`config.mk`:
```
export PLATFORM = sky130hd
export DESIGN_NAME = retire_ctrl_flat
export DESIGN_NICKNAME = d
export VERILOG_FILES = /design/src/rtl/retire_ctrl_pkg.sv /design/src/rtl/retire_ctrl_if.sv /design/src/rtl/retire_ctrl_prefix.sv /design/src/rtl/retire_ctrl.sv /design/src/flat_wrapper.sv
export SDC_FILE = /design/constraint.sdc
export NUM_CORES = 1
export LEC_CHECK = 0
export CAP_MARGIN = 10
export CORE_ASPECT_RATIO = 0.7
export CORE_MARGIN = 2
export CORE_UTILIZATION = 37
export CTS_BUF_LIST = sky130_fd_sc_hd__clkbuf_8
export DETAILED_ROUTE_END_ITERATION = 8
export PLACE_DENSITY = 0.8
export RECOVER_POWER = 100
export SLEW_MARGIN = 20
export SYNTH_ARGS = -nofsm -noshare
export SYNTH_HDL_FRONTEND = slang
export SYNTH_SLANG_ARGS = --single-unit
```
`constraint.sdc`:
```
create_clock -name clock -period 4.6 [get_ports clock]
set_clock_uncertainty 0.1 [all_clocks]
set_input_delay 0.92 -clock clock [delete_from_list [all_inputs] [get_ports clock]]
set_output_delay 0.92 -clock clock [all_outputs]
set_load 0.005 [all_outputs]
```
`src/rtl/retire_ctrl_pkg.sv`:
```
// Shared core definitions for the retire stage: ROB exit packet layout, widths and
// the retire FSM state encoding.
package retire_ctrl_pkg;

  localparam int unsigned N               = 3;
  localparam int unsigned PREG_BITS       = 6;
  localparam int unsigned NUM_SCALAR_BITS = $clog2(N + 1);

  typedef struct packed {
    logic                 complete;
    logic                 has_dest;
    logic [4:0]           arch_dest;
    logic [PREG_BITS-1:0] phys_dest;
    logic [PREG_BITS-1:0] prev_phys;
    logic                 mispredict;
    logic [31:0]          target_pc;
    logic                 halt;
  } rob_exit_packet_t;

  typedef enum logic [1:0] {
    StRun,
    StFlush,
    StHalt
  } retire_state_e;

endpackage

```
`src/rtl/retire_ctrl_if.sv`:
```
// ROB-head / commit bus between the ROB, map tables, free list and the retire controller.
interface retire_ctrl_if
  import retire_ctrl_pkg::*;
#(
  parameter int unsigned CNT_BITS = 32
);

  rob_exit_packet_t [N-1:0]                rob_outputs;
  logic [NUM_SCALAR_BITS-1:0]              outputs_valid;
  logic [NUM_SCALAR_BITS-1:0]              num_retiring;
  logic [N-1:0]                            arch_upd_valid;
  logic [N-1:0][4:0]                       arch_upd_reg;
  logic [N-1:0][PREG_BITS-1:0]             arch_upd_preg;
  logic [N-1:0]                            free_valid;
  logic [N-1:0][PREG_BITS-1:0]             free_preg;
  logic                                    flush;
  logic [31:0]                             redirect_pc;
  logic                                    halted;
  logic [CNT_BITS-1:0]                     retired_total;

  // The retire controller.
  modport master (
    input  rob_outputs, outputs_valid,
    output num_retiring, arch_upd_valid, arch_upd_reg, arch_upd_preg,
    output free_valid, free_preg, flush, redirect_pc, halted, retired_total
  );

  // The ROB and the rest of the core.
  modport slave (
    output rob_outputs, outputs_valid,
    input  num_retiring, arch_upd_valid, arch_upd_reg, arch_upd_preg,
    input  free_valid, free_preg, flush, redirect_pc, halted, retired_total
  );

endinterface

```
`src/rtl/retire_ctrl_prefix.sv`:
```
// Oldest-first scan of the ROB head: how many entries may commit this cycle, and
// whether the youngest of them ends the group with a halt or a mispredict.
module retire_ctrl_prefix
  import retire_ctrl_pkg::*;
(
  input  rob_exit_packet_t [N-1:0]   rob_outputs_i,
  input  logic [NUM_SCALAR_BITS-1:0] outputs_valid_i,
  output logic [NUM_SCALAR_BITS-1:0] k_o,
  output logic [N-1:0]               mask_o,
  output logic                       halt_o,
  output logic                       mispredict_o,
  output logic [31:0]                target_pc_o
);

  logic blocked;

  always_comb begin
    k_o          = '0;
    mask_o       = '0;
    halt_o       = 1'b0;
    mispredict_o = 1'b0;
    target_pc_o  = '0;
    blocked      = 1'b0;
    for (int i = 0; i < N; i++) begin
      if (!blocked && (i < int'(outputs_valid_i)) && rob_outputs_i[i].complete) begin
        mask_o[i] = 1'b1;
        k_o       = NUM_SCALAR_BITS'(i + 1);
        // A flagged entry commits but closes the group; halt wins over mispredict.
        if (rob_outputs_i[i].halt) begin
          halt_o  = 1'b1;
          blocked = 1'b1;
        end else if (rob_outputs_i[i].mispredict) begin
          mispredict_o = 1'b1;
          target_pc_o  = rob_outputs_i[i].target_pc;
          blocked      = 1'b1;
        end
      end else begin
        blocked = 1'b1;
      end
    end
  end

endmodule

```
`src/rtl/retire_ctrl.sv`:
```
// In-order commit scheduler on the ROB head: picks the retire count, drives map-table
// and free-list updates, and sequences mispredict flush and halt.
module retire_ctrl
  import retire_ctrl_pkg::*;
#(
  parameter int unsigned CNT_BITS = 32
) (
  input  logic          clock,
  input  logic          reset,
  retire_ctrl_if.master bus
);

  retire_state_e              state_q;
  logic                       flush_q;
  logic [31:0]                redirect_pc_q;
  logic                       halted_q;
  logic [CNT_BITS-1:0]        retired_total_q;
  logic [CNT_BITS-1:0]        retired_total_d;

  logic [NUM_SCALAR_BITS-1:0] k;
  logic [N-1:0]               mask;
  logic                       halt_hit;
  logic                       mispredict_hit;
  logic [31:0]                target_pc;
  logic                       retire_en;
  logic [NUM_SCALAR_BITS-1:0] num_retiring;

  retire_ctrl_prefix u_prefix (
    .rob_outputs_i   (bus.rob_outputs),
    .outputs_valid_i (bus.outputs_valid),
    .k_o             (k),
    .mask_o          (mask),
    .halt_o          (halt_hit),
    .mispredict_o    (mispredict_hit),
    .target_pc_o     (target_pc)
  );

  assign retire_en       = (state_q == StRun) && !reset;
  assign num_retiring    = retire_en ? k : '0;
  assign retired_total_d = retired_total_q + CNT_BITS'(num_retiring);

  always_comb begin
    bus.arch_upd_valid = '0;
    bus.arch_upd_reg   = '0;
    bus.arch_upd_preg  = '0;
    bus.free_valid     = '0;
    bus.free_preg      = '0;
    for (int i = 0; i < N; i++) begin
      if (retire_en && mask[i]) begin
        bus.arch_upd_valid[i] = bus.rob_outputs[i].has_dest;
        bus.free_valid[i]     = bus.rob_outputs[i].has_dest;
        bus.arch_upd_reg[i]   = bus.rob_outputs[i].arch_dest;
        bus.arch_upd_preg[i]  = bus.rob_outputs[i].phys_dest;
        bus.free_preg[i]      = bus.rob_outputs[i].prev_phys;
      end
    end
  end

  always_ff @(posedge clock) begin
    if (reset) begin
      state_q         <= StRun;
      flush_q         <= 1'b0;
      redirect_pc_q   <= '0;
      halted_q        <= 1'b0;
      retired_total_q <= '0;
    end else begin
      retired_total_q <= retired_total_d;
      unique case (state_q)
        StRun: begin
          flush_q <= 1'b0;
          if (halt_hit) begin
            state_q  <= StHalt;
            halted_q <= 1'b1;
          end else if (mispredict_hit) begin
            state_q       <= StFlush;
            flush_q       <= 1'b1;
            redirect_pc_q <= target_pc;
          end
        end
        StFlush: begin
          flush_q <= 1'b0;
          state_q <= StRun;
        end
        StHalt: begin
          flush_q  <= 1'b0;
          halted_q <= 1'b1;
        end
        default: begin
          state_q <= StRun;
          flush_q <= 1'b0;
        end
      endcase
    end
  end

  assign bus.num_retiring  = num_retiring;
  assign bus.flush         = flush_q;
  assign bus.redirect_pc   = redirect_pc_q;
  assign bus.halted        = halted_q;
  assign bus.retired_total = retired_total_q;

endmodule

```
`src/flat_wrapper.sv`:
```
// flat-port wrapper written by rule: the top's interface ports become plain ports
module retire_ctrl_flat import retire_ctrl_pkg::*;
#(
  parameter int unsigned CNT_BITS = 32
)
  (clock, reset, bus_rob_outputs, bus_outputs_valid, bus_num_retiring, bus_arch_upd_valid, bus_arch_upd_reg, bus_arch_upd_preg, bus_free_valid, bus_free_preg, bus_flush, bus_redirect_pc, bus_halted, bus_retired_total);
  retire_ctrl_if #(.CNT_BITS(CNT_BITS)) bus_i ();
  input  logic clock;
  input  logic reset;
  input wire logic [$bits(bus_i.rob_outputs)-1:0] bus_rob_outputs;
  input wire logic [$bits(bus_i.outputs_valid)-1:0] bus_outputs_valid;
  output wire logic [$bits(bus_i.num_retiring)-1:0] bus_num_retiring;
  output wire logic [$bits(bus_i.arch_upd_valid)-1:0] bus_arch_upd_valid;
  output wire logic [$bits(bus_i.arch_upd_reg)-1:0] bus_arch_upd_reg;
  output wire logic [$bits(bus_i.arch_upd_preg)-1:0] bus_arch_upd_preg;
  output wire logic [$bits(bus_i.free_valid)-1:0] bus_free_valid;
  output wire logic [$bits(bus_i.free_preg)-1:0] bus_free_preg;
  output wire logic [$bits(bus_i.flush)-1:0] bus_flush;
  output wire logic [$bits(bus_i.redirect_pc)-1:0] bus_redirect_pc;
  output wire logic [$bits(bus_i.halted)-1:0] bus_halted;
  output wire logic [$bits(bus_i.retired_total)-1:0] bus_retired_total;
  assign bus_i.rob_outputs = bus_rob_outputs;
  assign bus_i.outputs_valid = bus_outputs_valid;
  assign bus_num_retiring = bus_i.num_retiring;
  assign bus_arch_upd_valid = bus_i.arch_upd_valid;
  assign bus_arch_upd_reg = bus_i.arch_upd_reg;
  assign bus_arch_upd_preg = bus_i.arch_upd_preg;
  assign bus_free_valid = bus_i.free_valid;
  assign bus_free_preg = bus_i.free_preg;
  assign bus_flush = bus_i.flush;
  assign bus_redirect_pc = bus_i.redirect_pc;
  assign bus_halted = bus_i.halted;
  assign bus_retired_total = bus_i.retired_total;
  retire_ctrl #(.CNT_BITS(CNT_BITS)) u_core (.clock(clock), .reset(reset), .bus(bus_i));
endmodule
```
==> results.toml <==
[run_status]
status = "finished, violations left"
violations = "capacitance limit, slew limit"

[route]
vias_per_cell = 5.054
vias = 4842
drc = 0
wl_per_cell_um = 17.02
firstDrtPassIters = 4
drt_iter0_drc = 209
wirelength_mm = 16.30
postRouteAntennaNets = 0

[critical_path]
slowest_stage = "dlygate4sd3_1"
crit_family = "buffers and inverters"
cp_common_cell = "dlygate4sd3_1"
max_stage_delay_ns = 0.65
worstPathRequired_ns = 3.58
cp.depth = 6
reg2reg_depth = 11
ff2ff_setup_slack_ns = 1.67
critPathKind = "in2out"
timing.rr.start = "u_core.state_q[0]"
cp-start-kind = "input pin"
critPathMaxFanout = 20
worstPathCellList = "dlygate4sd3_1, nand3b_1, nor2_4, and2_1, and3_1, dlygate4sd3_1"
r2r-end = "u_core.bus.retired_total[30]"
path_buf_inv = 2
arrival_ns = 3.29
worstSetupEndpointType = "output port"

[final_layout]
stdcell_area_mm2 = 0.007408
drive_gt1_share_pct = 7.836
finalNetCount = 965
area_growth_syn_to_layout_pct = 72.02

[place]
numPortBuffers = 287
gp_congestion = 0.8354
dp_hpwl_mm = 11.87
post_dp_cell_area_mm2 = 0.007224

[pwr]
pwr-share-comb_pct = 18.7
leakagePower_nw = 3.141
power_frac_clock_pct = 36.5
pwr-share-seq_pct = 44.8
switching_share_pct = 24.28
p_int_mw = 1.006
power_density_mw_per_mm2 = 179.4
vdd_drop_max_mv = 0.1081
switchingPower_uw = 322.6

[hold_path]
min_from = "u_core.bus.redirect_pc[31]"
hold_class = "reg2reg"
whs_endpoint = "u_core.bus.redirect_pc[31]"
hold_depth = 2

[timing]
fin_crit_sh_pct = 93.72
final.setup.tns_ns = 0
final.min_clock_period_ns = 4.311
tightest_slew_ns = 1.630
hold_viol = 0
setup_viol = 0
relSlewSlack_pct = -8.687
clock.fmax_mhz = 232.0
rsz0062_at_grt = "no"
fin_hold_ws_ns = 0.3710
drv_slew = 34

[clock_network]
cts_buffer_depth = 2
cts_tree = "yes"
root_buffer = "clkbuf_8"
clock-sinks = 68
h-tree-depth = 3
cts-buffers-inserted = 9
clk_latency_ns = 0.36
cts.clk_slew.worst_paths_ns = 0.08
post-cts-setup-buffers = 0
hold_buffers = 0
ctsResizeCount = 0

[die]
initial_utilization_pct = 38.55
die_h_um = 94.27
die_w_um = 133.0
ios = 288
rows = 32
die_area_mm2 = 0.01253
core_area_mm2 = 0.01117

[yosys]
ys_ff_latch = 68
ys_warn_count = 0
syn_inst = 537
ys_types = 39
synth_edf_count = 0
async_flop_share_pct = 0
ys_seq_area_share_pct = 31.61
syn-cell-area_mm2 = 0.004307
syn_nets = 703
ys.flop_type = "dfxtp_1"
avgSynthCellArea_um2 = 8.020

[grt]
globalRouteTotalUtil_pct = 25.64
grt_max_degree = 101
antenna_found_initial = 1
grt_pass1_vias = 4876
grt_remaining_overflow = 0
grt_pass1_wl_mm = 25.25

[flow_run]
max_cap_viol_count = 1
## worst max-delay path by stage
stage | startpoint | end | slack, ns
after floorplan | bus_rob_outputs[86] | u_core.bus.retired_total[21] | 1.0
after global placement | bus_outputs_valid[1] | bus_arch_upd_reg[13] | 0.51
after detailed placement | bus_outputs_valid[1] | bus_arch_upd_reg[13] | 0.44
after CTS | bus_outputs_valid[1] | bus_arch_upd_reg[13] | 0.41
after global routing | bus_outputs_valid[1] | bus_arch_upd_reg[13] | 0.15
final | bus_outputs_valid[1] | bus_arch_upd_reg[11] | 0.29
## sequential cells by signal (all words and copies together) (netlist names)
signal                    count
u_core.bus.flush              1
u_core.state_q                2
u_core.bus.retired_total     32
u_core.bus.halted             1
u_core.bus.redirect_pc       32
## stage by stage
stage / setup WS, ns / cells / total power [mW] / utilization (%)
floorplan: 0.9983 / 537 / 0.6811 / -
global placement: 0.5125 / 941 / 0.8558 / 64.67
detailed placement: 0.4410 / 941 / 0.8596 / 64.67
CTS: 0.4115 / 957 / 1.351 / 66.40
global route: 0.1461 / 958 / 1.382 / 66.32
finish: 0.2889 / 958 / 1.329 / 66.32
## cell families (layout without fill, tap and decap cells)
kind of cell             count (synthesis)  after routing  share of synthesized area, %
AO/OA/AOI/OAI                           73             73                         11.74
XOR/XNOR                                30             30                         6.101
adder cells (fa/ha/maj)                  3              3                         1.046
buffers and inverters                   49            316                         5.752
flip-flops                              68             68                         31.61
multiplexers                            32             32                         7.438
other                                    0              1                             0
AND/OR/NAND/NOR                        282            282                         36.32
## worst register-to-register path, stage by stage (launching register included)
cell and delay (ns):
dfxtp_1 0.36, nor3_2 0.22, and2_1 0.52, nand2_1 0.09
o21ai_0 0.12, ha_1 0.23, fa_1 0.24, nand4_1 0.13
nor2_1 0.38, nand4_1 0.17, xor2_1 0.19, nor2_1 0.05
## layout make-up
class / instances / area (µm²)
inverter: 2 / 7.507
clock inverter: 7 / 68.82
sequential: 68 / 1361
antenna: 1 / 2.502
tap: 153 / 191.4
clock buffer: 9 / 123.9
timing repair buffer: 298 / 2939
fill: 896 / 3762
multi-input combinational: 420 / 2714
## synthesized netlist by cell type (all sizes together), types with 2 or more instances
master | instances | area, µm²
nor2 | 71 | 344.1
dfxtp | 68 | 1361
and3 | 56 | 350.3
nand2 | 42 | 157.7
and2 | 34 | 212.7
clkbuf | 34 | 131.4
o21ai | 34 | 170.2
nand2b | 33 | 206.5
a211o | 32 | 280.3
mux2i | 32 | 320.3
xor2 | 24 | 210.2
buf | 13 | 108.8
nand3 | 13 | 65.06
nand4 | 12 | 75.07
nor3 | 6 | 30.03
xnor2 | 6 | 52.55
nor2b | 4 | 25.02
and4 | 3 | 26.28
ha | 2 | 25.02
inv | 2 | 7.510
nand4b | 2 | 17.52
nor4 | 2 | 18.77
o21a | 2 | 15.01
## layout by cell type (no fill, tap or decap), types with 2 or more instances in the layout
master             n
clkdlybuf4s50_1  161
dlygate4sd3_1    125
dfxtp_1           68
and3_1            56
nand2_1           42
nor2_1            39
and2_1            34
o21ai_0           34
nand2b_1          33
a211o_1           32
mux2i_1           32
nor2_2            31
xor2_1            24
nand3_1           13
nand4_1           12
clkbuf_8           9
buf_4              8
xnor2_1            6
nor3_1             5
and4_1             3
inv_1              3
nor2b_1            3
clkbuf_1           3
o21a_1             2
nand4b_1           2
ha_1               2
clkinv_2           2
clkinv_4           2
## power groups by stage
stage          sequential, mW  clock, mW  combinational [mW]
2_1_floorplan           0.609          0              0.0723
3_3_place_gp            0.609          0               0.247
3_5_place_dp            0.609          0               0.251
4_1_cts                 0.595      0.503               0.253
5_1_grt                 0.596      0.522               0.265
6_report                0.595      0.485               0.248
## layer usage
| metal | global-route usage (%) | vias to the layer above | share of wire [%] |
|---|---|---|---|
| li1 | - | 2358 | - |
| met1 | 30.37 | 2245 | 43 |
| met2 | 43.39 | 200 | 47 |
| met3 | 8.414 | 39 | 7.6 |
| met4 | 9.767 | 0 | 2.9 |
| met5 | 0 | - | 0 |
(Power assumes the default switching activity.)
